--- config.mk ---
export PLATFORM = sky130hd
export DESIGN_NAME = fmdll_lock_det
export DESIGN_NICKNAME = d
export VERILOG_FILES = /design/src/rtl/fmdll_lock_det.sv
export SDC_FILE = /design/constraint.sdc
export NUM_CORES = 1
export LEC_CHECK = 0
export CORE_MARGIN = 2
export CORE_UTILIZATION = 50
export CTS_CLUSTER_SIZE = 25
export DETAILED_ROUTE_END_ITERATION = 8
export PLACE_DENSITY = 0.76
export RECOVER_POWER = 100
export SLEW_MARGIN = 10
export SYNTH_ARGS = -nofsm -noshare
export SYNTH_HDL_FRONTEND = slang
export SYNTH_SLANG_ARGS = --single-unit
--- constraint.sdc ---
create_clock -name CLK_exit -period 4.94 [get_ports CLK_exit]
set_input_delay 0.988 -clock CLK_exit [delete_from_list [all_inputs] [get_ports CLK_exit]]
set_output_delay 0.988 -clock CLK_exit [all_outputs]
set_load 0.01 [all_outputs]
--- src/rtl/fmdll_lock_det.sv ---
// -----------------------------------------------------------------------------
// fmdll_lock_det
//   Lock detector for the frequency-multiplying DLL. It watches the delay-line
//   control code Q on every CLK_exit edge. Lock is declared once Q has stayed
//   within +/-TOL of an anchor code for LOCK_CNT consecutive samples. Lock is
//   dropped after UNLOCK_CNT consecutive out-of-window samples. If lock is not
//   reached within TIMEOUT acquisition cycles, the block enters FAIL.
//
//   Optional feature macro: FMDLL_LOCK_TRACK_EN
//     defined   -> in LOCK, each in-window sample refreshes code_locked, so the
//                  window follows slow drift.
//     undefined -> code_locked is frozen for the whole LOCK residency.
//
// Ports
//   CLK_exit    in   1       reference clock (only clock)
//   rst_n       in   1       asynchronous active-low reset
//   en          in   1       enable; low returns the block to IDLE
//   Q           in   CODE_W  control code, synchronous to CLK_exit
//   locked      out  1       lock indication (registered)
//   lock_fail   out  1       acquisition timeout, sticky while en is high
//   state       out  2       IDLE=00 ACQ=01 LOCK=10 FAIL=11
//   code_locked out  CODE_W  reference code held while in LOCK
//   unlock_evt  out  1       one-cycle pulse on each LOCK->ACQ transition
// -----------------------------------------------------------------------------
module fmdll_lock_det #(
  parameter int CODE_W     = 10,
  parameter int TOL        = 1,
  parameter int LOCK_CNT   = 16,
  parameter int UNLOCK_CNT = 4,
  parameter int TIMEOUT    = 1023
) (
  input  logic              CLK_exit,
  input  logic              rst_n,
  input  logic              en,
  input  logic [CODE_W-1:0] Q,
  output logic              locked,
  output logic              lock_fail,
  output logic [1:0]        state,
  output logic [CODE_W-1:0] code_locked,
  output logic              unlock_evt
);

  // Counter widths: each limit fits with one spare bit so limit itself is
  // representable and saturation never aliases onto a compare value.
  localparam int SW = $clog2(LOCK_CNT) + 1;
  localparam int MW = $clog2(UNLOCK_CNT) + 1;
  localparam int TW = $clog2(TIMEOUT) + 1;

  localparam logic [SW-1:0]   LOCK_CNT_C   = SW'(LOCK_CNT);
  localparam logic [MW-1:0]   UNLOCK_CNT_C = MW'(UNLOCK_CNT);
  localparam logic [TW-1:0]   TIMEOUT_C    = TW'(TIMEOUT);
  localparam logic [CODE_W:0] TOL_C        = (CODE_W + 1)'(TOL);

  typedef enum logic [1:0] {
    ST_IDLE = 2'b00,
    ST_ACQ  = 2'b01,
    ST_LOCK = 2'b10,
    ST_FAIL = 2'b11
  } state_t;

  // Absolute difference with one extra bit so 0x000 vs 0x3FF does not wrap.
  function automatic logic [CODE_W:0] abs_diff(input logic [CODE_W-1:0] a,
                                               input logic [CODE_W-1:0] b);
    logic [CODE_W:0] ea;
    logic [CODE_W:0] eb;
    ea = {1'b0, a};
    eb = {1'b0, b};
    if (ea >= eb) begin
      abs_diff = ea - eb;
    end else begin
      abs_diff = eb - ea;
    end
  endfunction

  state_t            state_r, state_nx;
  logic [CODE_W-1:0] ref_r, ref_nx;
  logic [CODE_W-1:0] code_r, code_nx;
  logic [SW-1:0]     stab_r, stab_nx, stab_inc_s;
  logic [MW-1:0]     miss_r, miss_nx, miss_inc_s;
  logic [TW-1:0]     tmo_r, tmo_nx, tmo_inc_s;
  logic              locked_r, locked_nx;
  logic              fail_r, fail_nx;
  logic              evt_r, evt_nx;
  logic [CODE_W-1:0] cmp_s;
  logic              in_win_s;

  // Window test: ACQ compares against the anchor, LOCK against the locked code.
  always_comb begin
    cmp_s = ref_r;
    if (state_r == ST_LOCK) begin
      cmp_s = code_r;
    end else begin
      cmp_s = ref_r;
    end
    in_win_s   = (abs_diff(Q, cmp_s) <= TOL_C);
    stab_inc_s = (&stab_r) ? stab_r : stab_r + SW'(1);
    miss_inc_s = (&miss_r) ? miss_r : miss_r + MW'(1);
    tmo_inc_s  = (&tmo_r)  ? tmo_r  : tmo_r  + TW'(1);
  end

  // Next-state and next-output logic.
  always_comb begin
    state_nx  = state_r;
    ref_nx    = ref_r;
    code_nx   = code_r;
    stab_nx   = stab_r;
    miss_nx   = miss_r;
    tmo_nx    = tmo_r;
    locked_nx = locked_r;
    fail_nx   = fail_r;
    evt_nx    = 1'b0;

    if (!en) begin
      state_nx  = ST_IDLE;
      ref_nx    = '0;
      code_nx   = '0;
      stab_nx   = '0;
      miss_nx   = '0;
      tmo_nx    = '0;
      locked_nx = 1'b0;
      fail_nx   = 1'b0;
    end else begin
      case (state_r)
        ST_IDLE: begin
          state_nx = ST_ACQ;
          ref_nx   = Q;
          stab_nx  = '0;
          tmo_nx   = '0;
          miss_nx  = '0;
        end
        ST_ACQ: begin
          tmo_nx = tmo_inc_s;
          if (in_win_s) begin
            stab_nx = stab_inc_s;
          end else begin
            stab_nx = '0;
            ref_nx  = Q;
          end
          // Lock takes priority over a simultaneous timeout.
          if (in_win_s && (stab_inc_s == LOCK_CNT_C)) begin
            state_nx  = ST_LOCK;
            locked_nx = 1'b1;
            code_nx   = Q;
            miss_nx   = '0;
          end else if (tmo_inc_s == TIMEOUT_C) begin
            state_nx = ST_FAIL;
            fail_nx  = 1'b1;
          end else begin
            state_nx = ST_ACQ;
          end
        end
        ST_LOCK: begin
          if (in_win_s) begin
            miss_nx = '0;
`ifdef FMDLL_LOCK_TRACK_EN
            code_nx = Q;
`else
            code_nx = code_r;
`endif
          end else if (miss_inc_s == UNLOCK_CNT_C) begin
            state_nx  = ST_ACQ;
            locked_nx = 1'b0;
            evt_nx    = 1'b1;
            ref_nx    = Q;
            stab_nx   = '0;
            tmo_nx    = '0;
            miss_nx   = '0;
          end else begin
            miss_nx = miss_inc_s;
          end
        end
        ST_FAIL: begin
          fail_nx = 1'b1;
        end
        default: begin
          state_nx = ST_IDLE;
        end
      endcase
    end
  end

  // State and output registers.
  always_ff @(posedge CLK_exit or negedge rst_n) begin
    if (!rst_n) begin
      state_r  <= ST_IDLE;
      ref_r    <= '0;
      code_r   <= '0;
      stab_r   <= '0;
      miss_r   <= '0;
      tmo_r    <= '0;
      locked_r <= 1'b0;
      fail_r   <= 1'b0;
      evt_r    <= 1'b0;
    end else begin
      state_r  <= state_nx;
      ref_r    <= ref_nx;
      code_r   <= code_nx;
      stab_r   <= stab_nx;
      miss_r   <= miss_nx;
      tmo_r    <= tmo_nx;
      locked_r <= locked_nx;
      fail_r   <= fail_nx;
      evt_r    <= evt_nx;
    end
  end

  assign state       = state_r;
  assign locked      = locked_r;
  assign lock_fail   = fail_r;
  assign code_locked = code_r;
  assign unlock_evt  = evt_r;

endmodule

Word level (Yosys, flattened, before mapping). Cells that the tools add are included.

Register bits: 44. Output and inout bits: 15. Word-level logic and storage cells: 90.

Eq/ne operators: 17. Add/subtract/negate cells: 5. Mux-type cells: 46. Order comparisons: 2. Reductions and logical operators: 11.

Operators by type and width (count): 10-bit 2-to-1 mux (8); 11-bit 2-to-1 mux (5); 11-bit case mux with 3 select lines (1); 10-bit case mux with 3 select lines (1); 5-bit 2-to-1 mux (5); 10-bit by 10-bit subtractor with 11-bit output (2); 3-bit 2-to-1 mux (5); 3-bit != test (second input constant) (5); 5-bit case mux with 3 select lines (1); 11-bit by 1-bit adder with 11-bit output (second input constant) (1); 11-bit by 10-bit == test with 1-bit output (second input constant) (1); 11-bit by 1-bit less-or-equal comparator with 1-bit output (second input constant) (1); 1-bit 2-to-1 mux (11); 11-bit AND reduction (1); 10-bit greater-or-equal comparator (1); 2-bit 2-to-1 mux (5); 3-bit case mux with 3 select lines (1); 3-bit AND reduction (3); 4-bit AND reduction (2); 3-bit by 1-bit != test with 1-bit output (second input constant) (2); 2-bit case mux with 3 select lines (1); 5-bit by 1-bit adder with 5-bit output (second input constant) (1); 5-bit == test (second input constant) (1); 5-bit AND reduction (1); 11 further kinds (15).

Longest topological paths before layout.
Depth in word-level cells: 9. Depth in mapped cells: 17. Mapped depth without buffers: 15.

Worst setup path after synthesis. Ideal clock, no wire load.

Kind: register -> register. Start point: register state_r[1] (netlist: state[1]). End point: register miss_r[0]. Period minus slack after synthesis: 4.084 ns. Slack: 0.856 ns. Stages on the path, launching flop included: 17. Arrival: 3.963 ns. Setup time: 0.121 ns. Path through: dfrtp_1 -> nor2b_1 -> clkbuf_1 -> nor2_1 -> a21o_1 -> ha_1 -> fa_1 -> nand2b_1 -> a21oi_2 -> nor2b_4 -> xnor2_1 -> or4_4 -> o22ai_4 -> nand2_4 -> buf_6 -> o311a_4 -> a22o_1.

Cells in the longest elaborated chain, start to end: 8.

RTL lines: from (decl) (line 75) `state_t state_r, state_nx;`; from (signal assigned) (line 195) `state_r <= state_nx;`; 2-bit == test (line 90, 123); 10-bit 2-to-1 mux (line 90) `if (state_r == ST_LOCK) begin`; 10-bit by 10-bit subtractor with 11-bit output, or another cell as far along (line 71) `abs_diff = eb - ea;`; 11-bit 2-to-1 mux (line 68) `if (ea >= eb) begin`; 11-bit by 1-bit less-or-equal comparator with 1-bit output (line 95) `in_win_s = (abs_diff(Q, cmp_s) <= TOL_C);`; 3-bit 2-to-1 mux / 1-bit logical AND (equally long branches) (line 153, 140); 3-bit case mux with 3 select lines / 3-bit != test (equally long branches); 3-bit 2-to-1 mux / 2-bit AND reduction (equally long branches); to (signal assigned) (line 199) `miss_r <= miss_nx;`; to (decl) (line 79) `logic [MW-1:0] miss_r, miss_nx, miss_inc_s;`.

Several ways; a longest one is shown, not always the timed one. A chain may end at the register's enable or synchronous reset.

Worst setup path in the final report.
Start point: input Q[0]. End point: register code_r[8] (netlist: code_locked[8]).

Cells in the longest elaborated chain, start to end: 6.

RTL lines: from (decl) (line 35) `input logic [CODE_W-1:0] Q,`; 10-bit by 10-bit subtractor with 11-bit output, or another cell as far along (line 71); 11-bit 2-to-1 mux (*) (line 68); 11-bit by 1-bit less-or-equal comparator with 1-bit output (*) (line 95); 1-bit logical AND (*) (line 140) `if (in_win_s && (stab_inc_s == LOCK_CNT_C)) begin`; 2-bit by 1-bit != test with 1-bit output (no line) (*); 2-bit AND reduction (no line) (*); to (signal assigned) (line 197) `code_r <= code_nx;`; to (decl) (line 77) `logic [CODE_W-1:0] code_r, code_nx;`.

Every way passes the cells marked *; elsewhere a longest branch is shown, timed or not.

==> summary.md <==
| Metric | Value |
|---|---|
| Status | `finished, violations left` |
| Failing checks | `capacitance limit, slew limit` |
| RSZ-0062 raised after global routing | `no` |
| Largest net degree at the start of global routing | `45` |
| Placement Cell Area | `3940 um2` |
| Cell taking the most area after synthesis | `dfrtp_1` |
| Vias | `3,134` |
| Peak Freq | `0.224 GHz` |
| Syn Area/Cell | `8.60 um2` |
| Reg-to-Reg Start | `state[1]` |
| Hold-fix buffers at CTS | `0` |
| Core box area | `6910 um2` |
| Fin crit period | `4.46 ns` |
| Total GRT Usage | `0.213` |
| Cts bufs inserted | `5` |
| Slew HR | `-0.568` |
| Post-Syn Area | `3610 um2` |
| DRT iter0 DRCs | `190` |
| Port Buffers | `27` |
| Crit path launch type | `input pin` |
| Fin Clk Skew | `0.00511 ns` |
| Synth top cells by count | `nand2_1 (51), dfrtp_1 (44), inv_1 (36), a21oi_1 (28), nor2_1 (26)` |
| R2R Setup Slk | `0.54 ns` |
| Final ANT Viol Nets | `0` |
| Clock sinks | `44` |
| Cells after synthesis | `420` |
| Area contributors post-synth | `dfrtp_1 (30%), ha_1 (8.0%), mux2i_1 (5.5%)` |
| Clk slew on worst S/H paths | `0.08 ns` |
| Leak pwr | `1.84 nW` |
| Syn_nets | `458` |
| Root buffer cell | `clkbuf_8` |
| Vias in the first global route | `2,880` |
| Worst slew pin tran | `2.35 ns` |
| Post-route DRC | `0` |
| Max Cap Viol | `1` |
| CTS H-Tree Depth | `2` |
| TritonCTS clock tree | `built` |
| Critical Path End Type | `register` |
| Post-CTS Setup Repair Bufs | `0` |
| Reg-to-reg endpoint | `code_locked[8]` |
| Slew Limit Fails | `45` |
| Area of the multi-input gates | `2240 um2` |
| Critical-path maximum fanout | `12` |
| Chip Height | `89.0 um` |
| Sequential area share after synthesis | `0.305` |
| Worst min-delay path class | `register to register` |
| Die area | `7920 um2` |
| Start point of the critical path | `Q[0]` |
| # resized after CTS | `0` |
| Fillcell total | `637` |
| Critical path class | `input pin to register` |
| Synth top area share | `0.305` |
| Fin area | `4010 um2` |
| Peak supply drop | `116 uV` |
| Initial antenna violation count | `0` |
| Area added between synthesis and finish | `10.9%` |
| Part of the cycle the worst path needs | `0.902` |
| CP Capture Point | `code_locked[8]` |
| Hold Violations, Final | `0` |
| Initial DRT Pass Iterations | `5` |
| Max Root-Sink Buffers | `2` |
| Initial Util | `0.523` |
| Number of enable flip-flop cells after synthesis | `0` |
| Fin worst setup slack | `0.482 ns` |
| Die Wd | `89.0 um` |
| IO Pins | `28` |
| Pwr per Cell Area | `200 nW/um2` |
| Synth Warn # | `0` |
| Worst slack, placed | `0.333 ns` |
| First-pass GRT wire length | `13.4 mm` |
| Final GP Congestion | `0.928` |
| # nets final | `481` |
| HPWL Detailed | `5.98 mm` |
| Ys async rst share | `1.00` |
| Top FF cell, synth | `dfrtp_1` |
| Setup_tns | `0 ns` |
| WL per Instance | `14.9 um` |
| Layout cells sized above 1 | `0.0698` |
| FP Rows | `30` |
| CP Data Arrival Time | `4.67 ns` |
| Worst reg2reg path depth | `16` |
| Required time of the critical path | `5.16 ns` |
| N_diodes | `0` |
| Post-detailed-routing wire length | `8.06 mm` |
| GRT Residual Overflow | `0` |
| Vias/cell | `5.80` |
| Skew-Pair Late Insertion Delay | `0.30 ns` |
| Top-count cell post-synth | `nand2_1` |
| Netlist cell types | `68` |
| Yosys reg bits | `44` |
| Final setup fails | `0` |
| Register area | `1100 um2` |
state kept, by name, indices dropped and copies added, names as in the netlist:
name and count:
ref_r 10, tmo_r 11, unlock_evt 1, miss_r 3, code_locked 10, lock_fail 1, locked 1, stab_r 5
state 2
cells by family after synthesis:
family,Yosys count,synth area share
flops,44,0.305
simple gates,136,0.188
xor+xnor,8,0.0194
buf+inv,56,0.0710
fa+ha+maj,25,0.0907
mux,22,0.0616
compound gates,129,0.264
critical path, cell delays in order:
cell             delay [ns]
clkdlybuf4s50_1        0.51
inv_1                  0.06
ha_1                   0.21
fa_1                   0.38
nand2b_1               0.20
a21oi_1                0.34
nor2b_4                0.08
xnor2_1                0.13
or4_1                  0.59
o22ai_4                0.24
nand2_4                0.16
nor4b_4                0.29
buf_4                  0.28
mux2i_1                0.22
worst min-delay path by stage:
stage,to,cells past startpoint,from
final,ref_r[2],2,ref_r[2]
after global routing,ref_r[0],2,ref_r[0]
after CTS,ref_r[7],2,ref_r[7]
after detailed placement,ref_r[7],2,ref_r[7]
after global placement,ref_r[3],2,ref_r[3]
after floorplan,ref_r[4],2,ref_r[4]
metrics by stage:
step	power, W	hold slack (ns)	util	instances
final	0.000800	0.525	0.580	540
after detailed placement	0.000572	0.514	0.571	532
after floorplan	0.000523	0.493	-	420
after global routing	0.000839	0.564	0.580	540
after CTS	0.000804	0.529	0.584	540
after global placement	0.000568	0.503	0.571	532
power breakdown:
group / internal (W) / switching, W
Sequential: 0.000367 / 0.00000576
Combinational: 0.0000798 / 0.000113
Clock: 0.000114 / 0.000121
Total: 0.000561 / 0.000240
area by class of cell:
cell class	count	area share
Clock buffer	8	0.0225
Inverter	37	0.0347
Tap cell	96	0.0300
Timing Repair Buffer	35	0.0799
Sequential cell	44	0.275
Multi-Input combinational cell	320	0.558
placed cells by master (no fill, tap or decap), types with 8 or more instances in the layout:
master and n:
nand2_1 51, mux2i_1 20, dlygate4sd3_1 15, a21o_1 14, o21ai_0 17, dfrtp_1 44, inv_1 36, nand3_1 15
ha_1 23, clkdlybuf4s50_1 11, nor2_1 26, a21oi_1 29, o21a_1 8
routing by layer:
layer	GRT usage	share of wire	vias to the layer above
li1	-	-	1546
met1	0.309	0.49	1483
met2	0.336	0.45	95
met3	0.0295	0.051	10
met4	0.0543	0.015	0
met5	0	0	-
(Power assumes the default switching activity.)
